<file path="src/rtl/spart_rx.sv">
// rtl/spart_rx.sv - SPART receive engine: 16x-oversampled 8N1 deserialiser with receive buffer flags
module spart_rx #(
    parameter int DATA_BITS  = 8,
    parameter int OVERSAMPLE = 16
) (
    input  logic                 clk,
    input  logic                 rst,
    input  logic                 rxd,
    input  logic                 baud_en,
    input  logic                 rd_ack,
    output logic [DATA_BITS-1:0] rx_data,
    output logic                 rda,
    output logic                 frame_err,
    output logic                 overrun
);

    localparam int TW = $clog2(OVERSAMPLE);
    localparam int BW = $clog2(DATA_BITS) + 1;
    localparam logic [TW-1:0] HALF_TICK = TW'(OVERSAMPLE / 2 - 1);
    localparam logic [TW-1:0] FULL_TICK = TW'(OVERSAMPLE - 1);
    localparam logic [BW-1:0] LAST_BIT  = BW'(DATA_BITS - 1);

    typedef enum logic [2:0] {
        IDLE,
        START,
        DATA,
        STOP,
        BRK
    } state_t;

    state_t               state;
    logic                 rx_meta;
    logic                 rxs;
    logic [TW-1:0]        tick_cnt;
    logic [BW-1:0]        bit_cnt;
    logic [DATA_BITS-1:0] shift_reg;

    // Two-flop synchroniser; idles high so reset never looks like a start bit.
    always_ff @(posedge clk) begin
        if (rst) begin
            rx_meta <= 1'b1;
            rxs     <= 1'b1;
        end else begin
            rx_meta <= rxd;
            rxs     <= rx_meta;
        end
    end

    always_ff @(posedge clk) begin
        if (rst) begin
            state     <= IDLE;
            tick_cnt  <= '0;
            bit_cnt   <= '0;
            shift_reg <= '0;
            rx_data   <= '0;
            rda       <= 1'b0;
            frame_err <= 1'b0;
            overrun   <= 1'b0;
        end else begin
            // A bus read clears the flags; a coinciding load below re-sets rda.
            if (rd_ack) begin
                rda     <= 1'b0;
                overrun <= 1'b0;
            end

            if (baud_en) begin
                case (state)
                    IDLE: begin
                        if (!rxs) begin
                            state    <= START;
                            tick_cnt <= '0;
                        end
                    end
                    START: begin
                        if (tick_cnt == HALF_TICK) begin
                            if (rxs) begin
                                state <= IDLE;
                            end else begin
                                state    <= DATA;
                                tick_cnt <= '0;
                                bit_cnt  <= '0;
                            end
                        end else begin
                            tick_cnt <= tick_cnt + TW'(1);
                        end
                    end
                    DATA: begin
                        if (tick_cnt == FULL_TICK) begin
                            shift_reg <= {rxs, shift_reg[DATA_BITS-1:1]};
                            tick_cnt  <= '0;
                            bit_cnt   <= bit_cnt + BW'(1);
                            if (bit_cnt == LAST_BIT) begin
                                state <= STOP;
                            end
                        end else begin
                            tick_cnt <= tick_cnt + TW'(1);
                        end
                    end
                    STOP: begin
                        if (tick_cnt == FULL_TICK) begin
                            tick_cnt <= '0;
                            state    <= rxs ? IDLE : BRK;
                            if (!rda || rd_ack) begin
                                rx_data   <= shift_reg;
                                frame_err <= ~rxs;
                                rda       <= 1'b1;
                            end else begin
                                overrun <= 1'b1;
                            end
                        end else begin
                            tick_cnt <= tick_cnt + TW'(1);
                        end
                    end
                    BRK: begin
                        // A held-low line must go high before another start is looked for.
                        if (rxs) begin
                            state <= IDLE;
                        end
                    end
                    default: state <= IDLE;
                endcase
            end
        end
    end

endmodule
</file>
<file path="config.mk">
export PLATFORM = sky130hd
export DESIGN_NAME = spart_rx
export DESIGN_NICKNAME = d
export VERILOG_FILES = /design/src/rtl/spart_rx.sv
export SDC_FILE = /design/constraint.sdc
export NUM_CORES = 1
export LEC_CHECK = 0
export CAP_MARGIN = 20
export CORE_ASPECT_RATIO = 1.2
export CORE_UTILIZATION = 60
export CTS_BUF_LIST = sky130_fd_sc_hd__clkbuf_8
export CTS_CLUSTER_DIAMETER = 60
export DETAILED_ROUTE_END_ITERATION = 6
export DONT_BUFFER_PORTS = 1
export PLACE_DENSITY = 0.88
export SYNTH_ARGS = -nofsm -noshare
export SYNTH_HDL_FRONTEND = slang
export SYNTH_SLANG_ARGS = --single-unit
</file>
<file path="constraint.sdc">
create_clock -name clk -period 5.65 [get_ports clk]
set_input_delay 1.4125 -clock clk [delete_from_list [all_inputs] [get_ports clk]]
set_output_delay 1.4125 -clock clk [all_outputs]
set_load 0.1 [all_outputs]
</file>
==> results_dict.tcl, run 1 <==
set metrics [dict create \
    antenna_found_initial 0 \
    rsz0062_at_grt "no" \
    drc 0 \
    cts_hold_buf 0 \
    synth-compound-area-share_pct 14.4 \
    hpwl_um 1920 \
    grt_use_total_pct 25.1 \
    p_int_mw 0.342 \
    synthAdderAreaFrac_pct 1.70 \
    ys_seq_elements 32 \
    synth_top_area_share_pct 43.5 \
    ys.flop_type "dfxtp_1" \
    htreeDepth 2 \
    pwr-share-seq_pct 54.2 \
    area_delta_synth_final_pct 5.78 \
    required_ns 4.24 \
    cts_buffer_depth 2 \
    yosys-top-cells-area "dfxtp_1 44%, mux2i_1 12%, nor2_1 5.1%, a21oi_1 2.7%, clkbuf_1 2.3%" \
    synth_simple_gate_area_share_pct 22.4 \
    io_pins 16 \
    stdcell_count 183 \
    synthTopCellsByCount "32 x dfxtp_1, 20 x nor2_1, 17 x mux2i_1" \
    die_h_um 56.3 \
    place_ws_ns 2.78 \
    synth-seq-area-share_pct 43.5 \
    clock_latency_ns 0.28 \
    drive_gt1_share_pct 11.8 \
    finalWirelength_um 2840 \
    clock-root-buffer "clkbuf_8" \
    slew_violations 0 \
    tightest_slew_ns 0.984 \
    comb_power_share_pct 2.8 \
    overflow 0 \
    tns_ns 0 \
    async_reset_ff_share_pct 0 \
    p_sw_share_pct 19.8 \
    num-nets-final 159 \
    cp-endpoint "rda" \
    syn_nets 163 \
    yosysMostFrequentCell "dfxtp_1" \
    slew_headroom_pct 34.3 \
    port_buffers 0 \
    cts_tree "yes" \
    first_pass_iters 4 \
    grt_pass1_vias 1043 \
    wl_per_cell_um 15.5 \
    syn_area_sq_um 1470 \
    die_x_um 47.2 \
    grt_pass1_wl_um 4600 \
    skew_ns 0.00348 \
    synth-edff-count 0 \
    post-cts-setup-buffers 0 \
    yosysTopAreaCell "dfxtp_1" \
    vias 1110 \
    p_clk_share_pct 43.0 \
    rrSetupSlack_ns 3.33 \
    via_per_inst 6.07 \
    cts.clk_slew.worst_paths_ns 0.06 \
    period_needed_ns 2.67 \
    hp-class "reg -> reg" \
    synth-xor-area-share_pct 1.19 \
    fillers 203 \
    dieArea_sq_um 2660 \
    max_freq_ghz 0.375 \
    min_period_over_period_pct 47.2 \
    numCtsBuffers 5 \
    drv_cap 0 \
    yosysUniqueCellTypes 47 \
    worstRegToRegCells 5 \
    num_rows 19 \
    p_switching_mw 0.0845 \
    power_per_cell_area_nw_per_um2 274 \
    utilization_pct 67.6 \
    hold_ws_ns 0.429 \
    cts_resized 0 \
    start_kind "register" \
    drt-initial-drc-count 28 \
    clkSinkCount 32 \
    ant_nets 0 \
    hold_viol 0 \
    dp.cells 176 \
    cp.depth 0 \
    crit_arrival_ns 1.25 \
    path_class "reg -> out" \
    grt_start_max_net_pins 35 \
    core_area_sq_um 2310 \
    peakVddDrop_mv 0.239 \
    synthCells 156 \
    p_leak_nw 0.620 \
    outcome "finished, final reports clean" \
    r2r-end "bit_cnt[2]" \
    initial_core_util_pct 63.9 \
    gp_congestion 0.884 \
    synth_top_family_by_area "simple AND/OR/NAND/NOR gates" \
    timing.final.ws_setup_ns 2.98 \
    setup.worst_path.start "rda" \
    yosys-mux-area-fraction_pct 12.3 \
    yosysWarnings 0 \
    setup_viol 0 \
    reg2reg_from "tick_cnt[0]" \
    critPathMaxFanout 3 \
    synth.avg_cell_area_sq_um 9.44 \
    num_antenna_cells 0 \
    end_kind "output port" \
]
how the worst min path moves through the flow:
stage	cells after the start	from	end	slack [ns]
after global routing	1	rx_meta	rxs	0.45
after CTS	1	rx_meta	rxs	0.43
after detailed placement	1	rx_meta	rxs	0.41
after floorplan	1	rx_meta	rxs	0.39
after global placement	1	rx_meta	rxs	0.40
final	1	rx_meta	rxs	0.43
through the flow:
step | total power, mW | cell area [sq um]
global route | 0.444 | 1560
floorplan | 0.248 | 1470
finish | 0.427 | 1560
global placement | 0.247 | 1460
detailed placement | 0.248 | 1460
CTS | 0.434 | 1560
final cells by class:
class	count	area (sq um)	area share [%]
Inverter	2	7.51	0.482
Timing Repair Buffer	1	7.51	0.482
Tap cell	31	38.8	2.49
Clock buffer	7	96.3	6.18
Multi-Input combinational cell	110	767	49.2
Sequential cell	32	641	41.1
power by group through the flow:
stage               Clock (mW)  Combinational (mW)  Sequential [mW]
floorplan                    0              0.0144            0.234
global placement             0              0.0111            0.236
detailed placement           0              0.0117            0.236
CTS                      0.191              0.0118            0.231
global route             0.200              0.0132            0.232
finish                   0.183              0.0119            0.231
metal layers:
layer  global-route usage, %  routed length, um
met5                       0                  0
met4                    16.7                 93
met3                    10.9                189
met2                    37.2               1470
met1                    27.9               1080
placed cells by master (no fill, tap or decap), types with 2 or more instances in the layout:
cell	netlist	routed
o21ai_0	6	6
o221ai_1	2	2
or3b_2	2	2
nand2_1	6	6
inv_1	2	2
or4_1	2	2
and2_1	2	2
ha_1	2	2
nor2_1	20	20
or2_2	3	3
dfxtp_1	32	32
nor3_1	2	2
and3b_1	2	2
nand3_1	2	2
mux2i_1	17	17
nor2b_1	2	2
o21ba_2	2	2
clkbuf_8	0	7
a21oi_1	8	8
nor4b_1	2	2
xnor2_1	2	2
nand3b_1	2	2
nor3b_1	2	2
a211o_1	2	2
cell families after synthesis:
group           count (synthesis)
simple gates                   57
flops                          32
compound gates                 31
mux                            18
buf+inv                        14
xor+xnor                        2
fa+ha+maj                       2
No activity file was read; power rests on OpenSTA's default activity.
==> inputs of run 2 (changes only) <==
==> constraint.sdc (replaced) <==
create_clock -name clk -period 2.59 [get_ports clk]
set_input_delay 0.6475 -clock clk [delete_from_list [all_inputs] [get_ports clk]]
set_output_delay 0.6475 -clock clk [all_outputs]
set_load 0.1 [all_outputs]
==> results_dict.tcl, run 2 (synthesis gave the netlist of run 1 again) <==
set metrics [dict create \
    htreeDepth 2 \
    num_rows 19 \
    cts_resized 0 \
    peakVddDrop_mv 0.518 \
    gp_congestion 0.894 \
    num-nets-final 172 \
    start_kind "register" \
    num_antenna_cells 0 \
    finalWirelength_um 3000 \
    drive_gt1_share_pct 19.3 \
    period_needed_ns 2.10 \
    hp-class "reg -> reg" \
    p_leak_nw 0.695 \
    rsz0062_at_grt "no" \
    final_common_cell "dfxtp_1" \
    dieArea_sq_um 2660 \
    die_x_um 47.2 \
    outcome "finished, final reports clean" \
    wl_per_cell_um 15.2 \
    grt_pass1_vias 1135 \
    post-cts-setup-buffers 0 \
    tns_ns 0 \
    skew_ns 0.00484 \
    overflow 0 \
    antenna_found_initial 0 \
    drt-initial-drc-count 31 \
    min_period_over_period_pct 81.2 \
    timing.final.ws_setup_ns 0.486 \
    ant_nets 0 \
    critPathMaxFanout 11 \
    die_h_um 56.3 \
    reg2reg_from "tick_cnt[0]" \
    drc 0 \
    grt_use_total_pct 25.4 \
    cts_hold_buf 0 \
    setup_viol 0 \
    port_buffers 0 \
    worstHoldStart "rx_meta" \
    power_per_cell_area_nw_per_um2 599 \
    crit_arrival_ns 2.32 \
    slew_headroom_pct 65.5 \
    required_ns 2.80 \
    slew_violations 0 \
    clkSinkCount 32 \
    final_cell_mix "32 x dfxtp_1, 20 x nor2_1, 17 x mux2i_1" \
    end_kind "register" \
    max_freq_ghz 0.475 \
    vias 1187 \
    place_ws_ns 0.487 \
    drv_cap 0 \
    clock-root-buffer "clkbuf_8" \
    core_area_sq_um 2310 \
    area_delta_synth_final_pct 13.4 \
    cts_buffer_depth 2 \
    cts_tree "yes" \
    power_mw 1.00 \
    clock_latency_ns 0.28 \
    hold_viol 0 \
    numCtsBuffers 5 \
    cts.clk_slew.worst_paths_ns 0.06 \
    tightest_slew_ns 0.511 \
    first_pass_iters 4 \
    setup.worst_path.start "tick_cnt[0]" \
    grt_start_max_net_pins 35 \
    io_pins 16 \
    path_class "reg -> reg" \
    via_per_inst 6.03 \
    grt_pass1_wl_um 4860 \
    initial_core_util_pct 63.9 \
    hpwl_um 2000 \
]
[run 2: final timing paths]
path                end  cells past startpoint  slack (ns)
max reg2reg  bit_cnt[2]                      5        0.49
min                 rxs                      1        0.43
max          bit_cnt[2]                      5        0.49
min reg2reg         rxs                      1        0.43
[run 2: layer usage]
metal	share of wire [%]	GRT usage (%)	wire [um]	vias up
met5	0	0	0	-
met4	2.3	12.7	69	0
met3	5.5	6.75	165	7
met2	50	39.9	1500	39
met1	42	30.7	1260	563
li1	-	-	-	578
[run 2: stage by stage]
stage | utilization (%) | cell area, sq um | hold WS (ns) | std cells
global route | 72.4 | 1670 | 0.422 | 197
finish | 72.4 | 1670 | 0.426 | 197
detailed placement | 67.6 | 1560 | 0.412 | 189
global placement | 67.6 | 1560 | 0.400 | 189
CTS | 72.4 | 1670 | 0.420 | 197
floorplan | - | 1470 | 0.389 | 156
[run 2: area by class of cell]
| class | instances | area (sq um) |
|---|---|---|
| multi-input cells | 110 | 767 |
| flip-flops and latches | 32 | 641 |
| fillers | 186 | 636 |
| repair buffers | 14 | 105 |
| clock buffers | 5 | 68.8 |
| clock inverters | 3 | 42.5 |
| well taps | 31 | 38.8 |
| inverters | 2 | 7.51 |
[run 2: critical path, stage by stage (launching register included)]
cell and delay (ns):
dfxtp_1 0.41, ha_1 0.22, nand4b_2 0.14, or4_4 0.63, or3b_2 0.50, a21oi_1 0.14
[run 2: power by group]
group	leakage [nW]	total (mW)	internal (mW)	switching, mW
Combinational	0.383	0.0291	0.0145	0.0146
Sequential	0.258	0.504	0.496	0.00754
Clock	0.0541	0.467	0.284	0.183
